--- src/rtl/core_pkg.sv ---
// ---------------------------------------------------------------------------
// core_pkg
// Shared definitions for the 5-stage RISC-V core pipeline.
//   CTRL_W            width of the packed control word carried down the pipe
//   CTRL_*            bit positions inside the packed control word
//   alu_op_e          2-bit ALU operation class decoded in ID
//   BUBBLE_CTRL       control word of a bubble (no side effects)
//   make_ctrl()       packs individual control fields into a control word
// ---------------------------------------------------------------------------
package core_pkg;

    localparam int unsigned CTRL_W = 9;

    // Control word layout, MSB first:
    // reg_write, mem_read, mem_write, mem_2_reg, alu_src, branch, jump, alu_op[1:0]
    localparam int unsigned CTRL_REG_WRITE  = 8;
    localparam int unsigned CTRL_MEM_READ   = 7;
    localparam int unsigned CTRL_MEM_WRITE  = 6;
    localparam int unsigned CTRL_MEM_2_REG  = 5;
    localparam int unsigned CTRL_ALU_SRC    = 4;
    localparam int unsigned CTRL_BRANCH     = 3;
    localparam int unsigned CTRL_JUMP       = 2;
    localparam int unsigned CTRL_ALU_OP_MSB = 1;
    localparam int unsigned CTRL_ALU_OP_LSB = 0;

    typedef enum logic [1:0] {
        ALU_OP_ADD    = 2'b00,  // address generation for loads/stores
        ALU_OP_BRANCH = 2'b01,  // compare for conditional branches
        ALU_OP_FUNCT  = 2'b10,  // R-type, operation from funct3/funct7
        ALU_OP_IMM    = 2'b11   // I-type, operation from funct3
    } alu_op_e;

    localparam logic [CTRL_W-1:0] BUBBLE_CTRL = '0;

    function automatic logic [CTRL_W-1:0] make_ctrl(
        input logic    reg_write,
        input logic    mem_read,
        input logic    mem_write,
        input logic    mem_2_reg,
        input logic    alu_src,
        input logic    branch,
        input logic    jump,
        input alu_op_e alu_op
    );
        logic [CTRL_W-1:0] c;
        c = BUBBLE_CTRL;
        c[CTRL_REG_WRITE] = reg_write;
        c[CTRL_MEM_READ]  = mem_read;
        c[CTRL_MEM_WRITE] = mem_write;
        c[CTRL_MEM_2_REG] = mem_2_reg;
        c[CTRL_ALU_SRC]   = alu_src;
        c[CTRL_BRANCH]    = branch;
        c[CTRL_JUMP]      = jump;
        c[CTRL_ALU_OP_MSB:CTRL_ALU_OP_LSB] = alu_op;
        return c;
    endfunction

endpackage

--- src/rtl/load_use_hazard_unit.sv ---
// ---------------------------------------------------------------------------
// load_use_hazard_unit
// Combinational load-use hazard detection between the load sitting in EX
// and the instruction currently in ID.
//   ex_mem_read   instruction in EX is a load
//   ex_rd         destination of the instruction in EX
//   id_rs1/rs2    source indices of the instruction in ID
//   id_use_rs1/2  instruction in ID actually reads that source
//   flush         instruction in ID is being squashed
//   hazard        load result is needed by ID next cycle
//   stall         hold PC and IF/ID (hazard unless squashed)
// ---------------------------------------------------------------------------
module load_use_hazard_unit #(
    parameter int unsigned REG_A_W = 5
) (
    input  logic               ex_mem_read,
    input  logic [REG_A_W-1:0] ex_rd,
    input  logic [REG_A_W-1:0] id_rs1,
    input  logic [REG_A_W-1:0] id_rs2,
    input  logic               id_use_rs1,
    input  logic               id_use_rs2,
    input  logic               flush,
    output logic               hazard,
    output logic               stall
);

    logic rs1_match;
    logic rs2_match;

    always_comb begin
        // Only compare sources the instruction really reads, so immediate
        // fields that alias a register index never cause a false stall.
        rs1_match = id_use_rs1 && (id_rs1 == ex_rd);
        rs2_match = id_use_rs2 && (id_rs2 == ex_rd);
        // x0 is never written, so a load to x0 carries no dependency.
        hazard    = ex_mem_read && (ex_rd != '0) && (rs1_match || rs2_match);
        stall     = hazard && !flush;
    end

endmodule

--- src/rtl/id_ex_stage.sv ---
// ---------------------------------------------------------------------------
// id_ex_stage
// ID/EX pipeline register with load-use stall detection.
//   clk, arst            clock (rising edge), async active-high reset
//   en                   global pipeline enable, 0 freezes everything
//   flush                squash the instruction in ID (bubble into EX)
//   *__IF_ID             decoded operands/indices/control from ID
//   *__ID_EX             registered copies presented to EX / forwarding
//   stall                hold PC and IF/ID this cycle
//   stall_cnt            saturating count of load-use stalls taken
// A bubble zeroes every register, indices included, so the forwarding
// unit sees no match and nothing is written back.
// ---------------------------------------------------------------------------
module id_ex_stage
    import core_pkg::*;
#(
    parameter int unsigned DATA_W  = 64,
    parameter int unsigned REG_A_W = 5,
    parameter int unsigned CNT_W   = 32
) (
    input  logic               clk,
    input  logic               arst,
    input  logic               en,
    input  logic               flush,
    input  logic [REG_A_W-1:0] RS1__IF_ID,
    input  logic [REG_A_W-1:0] RS2__IF_ID,
    input  logic [REG_A_W-1:0] RD__IF_ID,
    input  logic               USE_RS1__IF_ID,
    input  logic               USE_RS2__IF_ID,
    input  logic [CTRL_W-1:0]  CTRL__IF_ID,
    input  logic [DATA_W-1:0]  RS1_DATA__IF_ID,
    input  logic [DATA_W-1:0]  RS2_DATA__IF_ID,
    input  logic [DATA_W-1:0]  IMM__IF_ID,
    input  logic [DATA_W-1:0]  PC__IF_ID,
    output logic [REG_A_W-1:0] RS1__ID_EX,
    output logic [REG_A_W-1:0] RS2__ID_EX,
    output logic [REG_A_W-1:0] RD__ID_EX,
    output logic [CTRL_W-1:0]  CTRL__ID_EX,
    output logic [DATA_W-1:0]  RS1_DATA__ID_EX,
    output logic [DATA_W-1:0]  RS2_DATA__ID_EX,
    output logic [DATA_W-1:0]  IMM__ID_EX,
    output logic [DATA_W-1:0]  PC__ID_EX,
    output logic               stall,
    output logic [CNT_W-1:0]   stall_cnt
);

    logic hazard;
    logic bubble;

    load_use_hazard_unit #(
        .REG_A_W (REG_A_W)
    ) u_hazard (
        .ex_mem_read (CTRL__ID_EX[CTRL_MEM_READ]),
        .ex_rd       (RD__ID_EX),
        .id_rs1      (RS1__IF_ID),
        .id_rs2      (RS2__IF_ID),
        .id_use_rs1  (USE_RS1__IF_ID),
        .id_use_rs2  (USE_RS2__IF_ID),
        .flush       (flush),
        .hazard      (hazard),
        .stall       (stall)
    );

    // Flush outranks the hazard, but both produce the same bubble.
    assign bubble = flush || hazard;

    always_ff @(posedge clk or posedge arst) begin
        if (arst) begin
            RS1__ID_EX      <= '0;
            RS2__ID_EX      <= '0;
            RD__ID_EX       <= '0;
            CTRL__ID_EX     <= BUBBLE_CTRL;
            RS1_DATA__ID_EX <= '0;
            RS2_DATA__ID_EX <= '0;
            IMM__ID_EX      <= '0;
            PC__ID_EX       <= '0;
        end else if (en) begin
            if (bubble) begin
                RS1__ID_EX      <= '0;
                RS2__ID_EX      <= '0;
                RD__ID_EX       <= '0;
                CTRL__ID_EX     <= BUBBLE_CTRL;
                RS1_DATA__ID_EX <= '0;
                RS2_DATA__ID_EX <= '0;
                IMM__ID_EX      <= '0;
                PC__ID_EX       <= '0;
            end else begin
                RS1__ID_EX      <= RS1__IF_ID;
                RS2__ID_EX      <= RS2__IF_ID;
                RD__ID_EX       <= RD__IF_ID;
                CTRL__ID_EX     <= CTRL__IF_ID;
                RS1_DATA__ID_EX <= RS1_DATA__IF_ID;
                RS2_DATA__ID_EX <= RS2_DATA__IF_ID;
                IMM__ID_EX      <= IMM__IF_ID;
                PC__ID_EX       <= PC__IF_ID;
            end
        end
    end

    always_ff @(posedge clk or posedge arst) begin
        if (arst) begin
            stall_cnt <= '0;
        end else if (en && stall && (stall_cnt != '1)) begin
            stall_cnt <= stall_cnt + CNT_W'(1);
        end
    end

endmodule

--- config.mk ---
export PLATFORM = sky130hd
export DESIGN_NAME = id_ex_stage
export DESIGN_NICKNAME = d
export VERILOG_FILES = /design/src/rtl/core_pkg.sv /design/src/rtl/load_use_hazard_unit.sv /design/src/rtl/id_ex_stage.sv
export SDC_FILE = /design/constraint.sdc
export NUM_CORES = 1
export LEC_CHECK = 0
export BUFFER_PORTS_ARGS = -buffer_cell sky130_fd_sc_hd__buf_2
export CORE_AREA = 3 3 233 235
export DETAILED_ROUTE_END_ITERATION = 10
export DIE_AREA = 0 0 236 238
export GPL_TIMING_DRIVEN = 0
export PLACE_DENSITY = 0.42
export SYNTH_ARGS = -nofsm -noshare
export SYNTH_HDL_FRONTEND = slang
export SYNTH_SLANG_ARGS = --single-unit
--- constraint.sdc ---
create_clock -name clk -period 12.1 [get_ports clk]
set_input_delay 2.42 -clock clk [delete_from_list [all_inputs] [get_ports clk]]
set_output_delay 2.42 -clock clk [all_outputs]
set_load 0.05 [all_outputs]
==> results of run 1 <==
cells in the final DEF, fill, tap and decap left out, drive strengths merged, types with 3 or more instances in the layout:
cell type,instances
and3,4
inv,3
xor2,30
a22o,280
nor3b,3
buf,637
xnor2,10
nor4,10
diode,3
dfrtp,312
clkbuf,91
clkinv,5
nor3,17
nor2,9
nand4,9
nand3,18
nand2,12
through the flow:
stage | power (uW) | hold WS (ns) | util [%]
after floorplan | 1560 | 0.521 | -
after global placement | 1750 | 0.483 | 29.4
after detailed placement | 1750 | 0.482 | 29.5
after CTS | 2900 | 0.495 | 31.9
after global routing | 2970 | 0.507 | 31.9
final | 2850 | 0.491 | 31.9
worst max-delay path: cells and delay by family:
family,cells,cell delay [ns]
AO/OA/AOI/OAI,1,0.24
XOR/XNOR,1,0.13
buffers and inverters,2,0.41
AND/OR/NAND/NOR,3,0.64
power groups by stage:
stage               Combinational, uW  Clock [uW]  Sequential (uW)
finish                            560        1130             1160
global route                      590        1210             1170
CTS                               569        1170             1160
detailed placement                569           0             1180
global placement                  567           0             1180
floorplan                         118           0             1440
sequential cells by signal (all words and copies together), names as in the netlist:
register         flops
IMM__ID_EX          64
stall_cnt           32
RD__ID_EX            5
RS2__ID_EX           5
CTRL__ID_EX          9
PC__ID_EX           64
RS1_DATA__ID_EX     64
RS2_DATA__ID_EX     64
RS1__ID_EX           5
final cells by class:
cell class              instances  area [um2]  area share [%]
multi-input cells             420        3400            20.3
clock inverters                 8        75.1           0.449
repair buffers                600        3050            18.2
inverters                       2        15.0          0.0897
plain buffers                  68         364            2.18
clock buffers                  60        1160            6.92
well taps                     688         861            5.14
flip-flops and latches        312        7810            46.7
diodes                          3        7.51          0.0449
cell usage after synthesis, types with 2 or more instances:
| master | count | area [um2] |
|---|---|---|
| buf_4 | 25 | 188 |
| nor4_4 | 2 | 42.5 |
| clkbuf_1 | 31 | 116 |
| nand4_1 | 9 | 56.3 |
| nor3b_1 | 3 | 22.5 |
| nor2b_1 | 2 | 12.5 |
| xor2_1 | 30 | 263 |
| and3_1 | 4 | 25.0 |
| nand2_1 | 12 | 45.0 |
| dfrtp_1 | 312 | 7810 |
| nor2_1 | 8 | 30.0 |
| buf_2 | 12 | 60.1 |
| inv_1 | 2 | 7.51 |
| and2_1 | 2 | 12.5 |
| nor3_1 | 17 | 85.1 |
| xnor2_1 | 10 | 87.6 |
| nor4_1 | 8 | 50.1 |
| or2_2 | 2 | 12.5 |
| nand2b_1 | 2 | 12.5 |
| nand3_1 | 18 | 90.1 |
| a22o_1 | 280 | 2450 |
worst max path at each step:
stage,end
floorplan,CTRL__ID_EX[0]
global placement,IMM__ID_EX[53]
detailed placement,stall
CTS,stall
global route,stall
finish,stall
per-layer routing:
metal	part of all wire (%)	routed length, um	global-route usage (%)	vias to the layer above
li1	-	-	-	4352
met1	39	17400	17.6	4731
met2	50	22500	26.9	379
met3	9.0	4030	5.92	64
met4	2.2	997	4.42	10
met5	0.15	69	0	-
cells by family after synthesis:
| family | Yosys count | share of synthesized area, % |
|---|---|---|
| flip-flops | 312 | 67.4 |
| AO/OA/AOI/OAI | 283 | 21.4 |
| AND/OR/NAND/NOR | 94 | 4.69 |
| buffers and inverters | 70 | 3.21 |
| XOR/XNOR | 40 | 3.03 |
| multiplexers | 2 | 0.194 |
| adder cells (fa/ha/maj) | 1 | 0.108 |
==> metrics.txt, run 1 <==
grt ovf=0; Hold Startpoint=stall_cnt[21]; Post-DP HPWL=34.4 mm; Startpoint Class=primary input; Cell Count Post-Placement=2090; WHS Path Cells=1; warnings from Yosys=0; clock root buffer=clkbuf_16; end of the worst hold path=stall_cnt[21]; die area=0.0562 mm2; Crit path largest cell delay=0.38 ns; clock sink count=312; max-cap violations=0; Post-route DRC=0; TritonCTS clock tree=built; num ports=599; initial antenna violation count=9; Post-synth EDFFs=0; capturing element type of the critical path=output port; vias in the first global route=10300; Setup WS post-layout=5.83 ns; core area=0.0524 mm2; Setup WS pre-CTS=5.80 ns; Mapped Area=0.0116 mm2; post-route non-filler standard cell count=2161; ordered list of cells on the worst path=buf_2 > xnor2_1 > nand4_1 > o22ai_1 > nor2b_1 > nor2b_1 > buf_2; Worst Path Max Fanout=3; Mapped Cells=802; sw frac=31.6%; number of hold buffers added after cts=0; Final Hold Fails=0; ys flop type=dfrtp_1; std cell rows=84; setup violators final=0; routed wire length=44.9 mm; slowest CP cell=nor2b_1; worst setup path startpoint=RS1__IF_ID[3]; reg2reg setup slack=9.56 ns; number of DRC markers in iteration 0=374; Comb pwr share=19.7%; Clock Power Share=39.5%; share of layout cells above drive strength 1=47.6%; Tmin final=6.27 ns; status=complete, no violations; Netlist cell types=32; Slew Limit Fails=0; PostCTS Resize Cnt=0; DR pass1 iterations=6; Slew HR=49.0%; unrepaired setup endpoints after global routing=no; Total Neg Setup Slack=0 ns; Area Overhead vs Synth=44.5%; clk_lat worst skew=0.54 ns; Post-synth ARST share=100%; kind of critical path=in2out; syn_area_per_cell=14.4 um2; Worst-path clk slew=0.06 ns; Syn Nets=1089; post-synthesis sequential area ratio=67.4%; largest net degree at the start of global routing=122; H-Tree Depth=2; period utilization=51.9%; first-pass GRT wire length=67.0 mm; clock buffer count from CTS=38; WL/cell=20.8 um; Finished Cell Area=0.0167 mm2; HP Class=reg2reg; WP data arrival=3.85 ns; Fmax=159 MHz; Placed Area=0.0155 mm2; VDD IR max=0.0869 mV; PwrDens=170 mW/mm2; reg2reg start=RD__ID_EX[1]; Psw=899 uW; Starting Density=22.1%; post-CTS setup buffers=0; Buffers on Ports=598; worst r2r dst=PC__ID_EX[17]; measured slew at the worst slew-check pin=0.765 ns; P_int=1950 uW; path depth of the worst reg2reg path=7; Routed Antenna Nets=0; GR Util All Layers=15.4%; Final nets=1729; CTS max path bufs=3; chip width=236 um; sequential cell fraction of total power=40.8%; Data required, critical path=9.68 ns; Chip Height=238 um; clock skew=0.0159 ns; vias per inst=4.41; Final GP Congestion=0.808; overall via count from detail_route=9536; Seq cells post-synth=312; Leak=0.00910 uW; filler cell count in the final layout=5417
Note: power is estimated with default switching activity, not from simulation.
==> run 2: changes to the inputs <==
CORE_AREA = 3 3 230 232   (was 3 3 233 235)
DIE_AREA = 0 0 233 235   (was 0 0 236 238)
PLACE_DENSITY = 0.44   (was 0.42)
clock period = 5.45 ns   (was 12.1 ns; I/O delays follow)
==> metrics.txt, run 2 (synthesized netlist as in run 1, its figures left out) <==
DR pass1 iterations=5; ordered list of cells on the worst path=buf_2 > xnor2_1 > nand4_1 > o22ai_1 > nor2b_1 > nor2b_1 > buf_2; routed wire length=45.1 mm; status=complete, no violations; grt ovf=0; die area=0.0548 mm2; Area Overhead vs Synth=45.8%; Setup WS post-layout=1.83 ns; Crit path largest cell delay=0.36 ns; chip width=233 um; clock buffer count from CTS=39; reg2reg setup slack=2.97 ns; slowest CP cell=nor2b_1; Post-DP HPWL=35.3 mm; post-route non-filler standard cell count=2158; Chip Height=235 um; initial antenna violation count=9; number of DRC markers in iteration 0=357; overall via count from detail_route=9629; Setup WS pre-CTS=1.82 ns; WL/cell=20.9 um; clock sink count=312; WP buf/inv=2; first-pass GRT wire length=66.4 mm; GR Util All Layers=15.8%; number of hold buffers added after cts=0; share of layout cells above drive strength 1=48.1%; reg2reg start=RD__ID_EX[2]; Worst Path Max Fanout=3; Final GP Congestion=0.802; Worst-path clk slew=0.06 ns; vias per inst=4.46; H-Tree Depth=2; VDD IR max=0.224 mV; most common cell after layout, fill and taps aside=buf_2; Startpoint Class=primary input; filler cell count in the final layout=5229; num ports=599; core area=0.0512 mm2; largest net degree at the start of global routing=42; Buffers on Ports=598; Final Hold Fails=0; Final nets=1736; Cell Count Post-Placement=2088; Routed Antenna Nets=0; max-cap violations=0; crit-path leading delay family=simple AND/OR/NAND/NOR gates; Tmin final=3.62 ns; kind of critical path=in2out; Hold Startpoint=stall_cnt[5]; Starting Density=22.6%; unrepaired setup endpoints after global routing=no; setup violators final=0; Leak=0.00918 uW; clock skew=0.0170 ns; clk_lat worst skew=0.54 ns; HP Class=reg2reg; clock root buffer=clkbuf_16; capturing element type of the critical path=output port; WP data arrival=2.53 ns; PwrDens=381 mW/mm2; TritonCTS clock tree=built; Fmax=276 MHz; commonest non-fill, non-tap cells in the layout=buf_2, dfrtp_1, a22o_1, clkbuf_16, clkbuf_1; Post-route DRC=0; Slew HR=45.4%; period utilization=66.4%; Data required, critical path=4.36 ns; worst setup path startpoint=RS2__IF_ID[4]; post-CTS setup buffers=0; measured slew at the worst slew-check pin=0.817 ns; Slew Limit Fails=0; CTS max path bufs=3; std cell rows=83; vias in the first global route=10300; PostCTS Resize Cnt=0
[run 2: layout make-up]
type                            count  area, um2  share of cell area, %
Multi-Input combinational cell    420       3400                   20.1
Timing Repair Buffer              606       3150                   18.7
Tap cell                          680        851                   5.04
Clock buffer                       58       1190                   7.05
Inverter                            2       11.3                 0.0667
Clock inverter                      6       87.6                  0.519
Antenna cell                        6       15.0                 0.0889
Sequential cell                   312       7810                   46.3
Buffer                             68        364                   2.16
[run 2: per-stage QoR]
step	util [%]	cell area (um2)	total power, uW	TNS (ns)	hold slack (ns)
final	33.0	16900	6420	0	0.496
after global routing	33.0	16900	6700	0	0.511
after CTS	32.9	16900	6530	0	0.497
after detailed placement	30.4	15600	3890	0	0.489
after global placement	30.1	15400	3880	-602.03	0.483
after floorplan	-	11600	3460	0	0.521
[run 2: worst paths after layout]
| check | to | cells past startpoint |
|---|---|---|
| setup / recovery | stall | 7 |
| hold / removal | stall_cnt[5] | 1 |
| setup reg to reg | PC__ID_EX[24] | 7 |
| hold reg to reg | stall_cnt[5] | 1 |
| max in group asynchronous | PC__ID_EX[16] | 6 |
| min in group asynchronous | RS2_DATA__ID_EX[58] | 2 |
[run 2: power breakdown]
part / switching, uW / internal (uW) / leakage, uW / total [uW]
Sequential: 97.6 / 2480 / 0.00409 / 2580
Combinational: 911 / 346 / 0.00445 / 1260
Clock: 993 / 1590 / 0.000630 / 2590
Total: 2000 / 4420 / 0.00918 / 6420
[run 2: per-layer routing]
metal	GRT usage, %	up-vias	wire (um)
met4	4.54	4	868
met1	17.7	4804	17100
met5	0	-	24
met2	28.0	400	23200
met3	5.83	64	3930
li1	-	4357	-
[run 2: worst register-to-register path, stage by stage (launching register included)]
cell	delay (ns)
dfrtp_1	0.47
or4_1	0.54
o21ai_2	0.15
nor2b_1	0.12
nor2_4	0.39
buf_4	0.31
buf_4	0.26
a22o_1	0.17
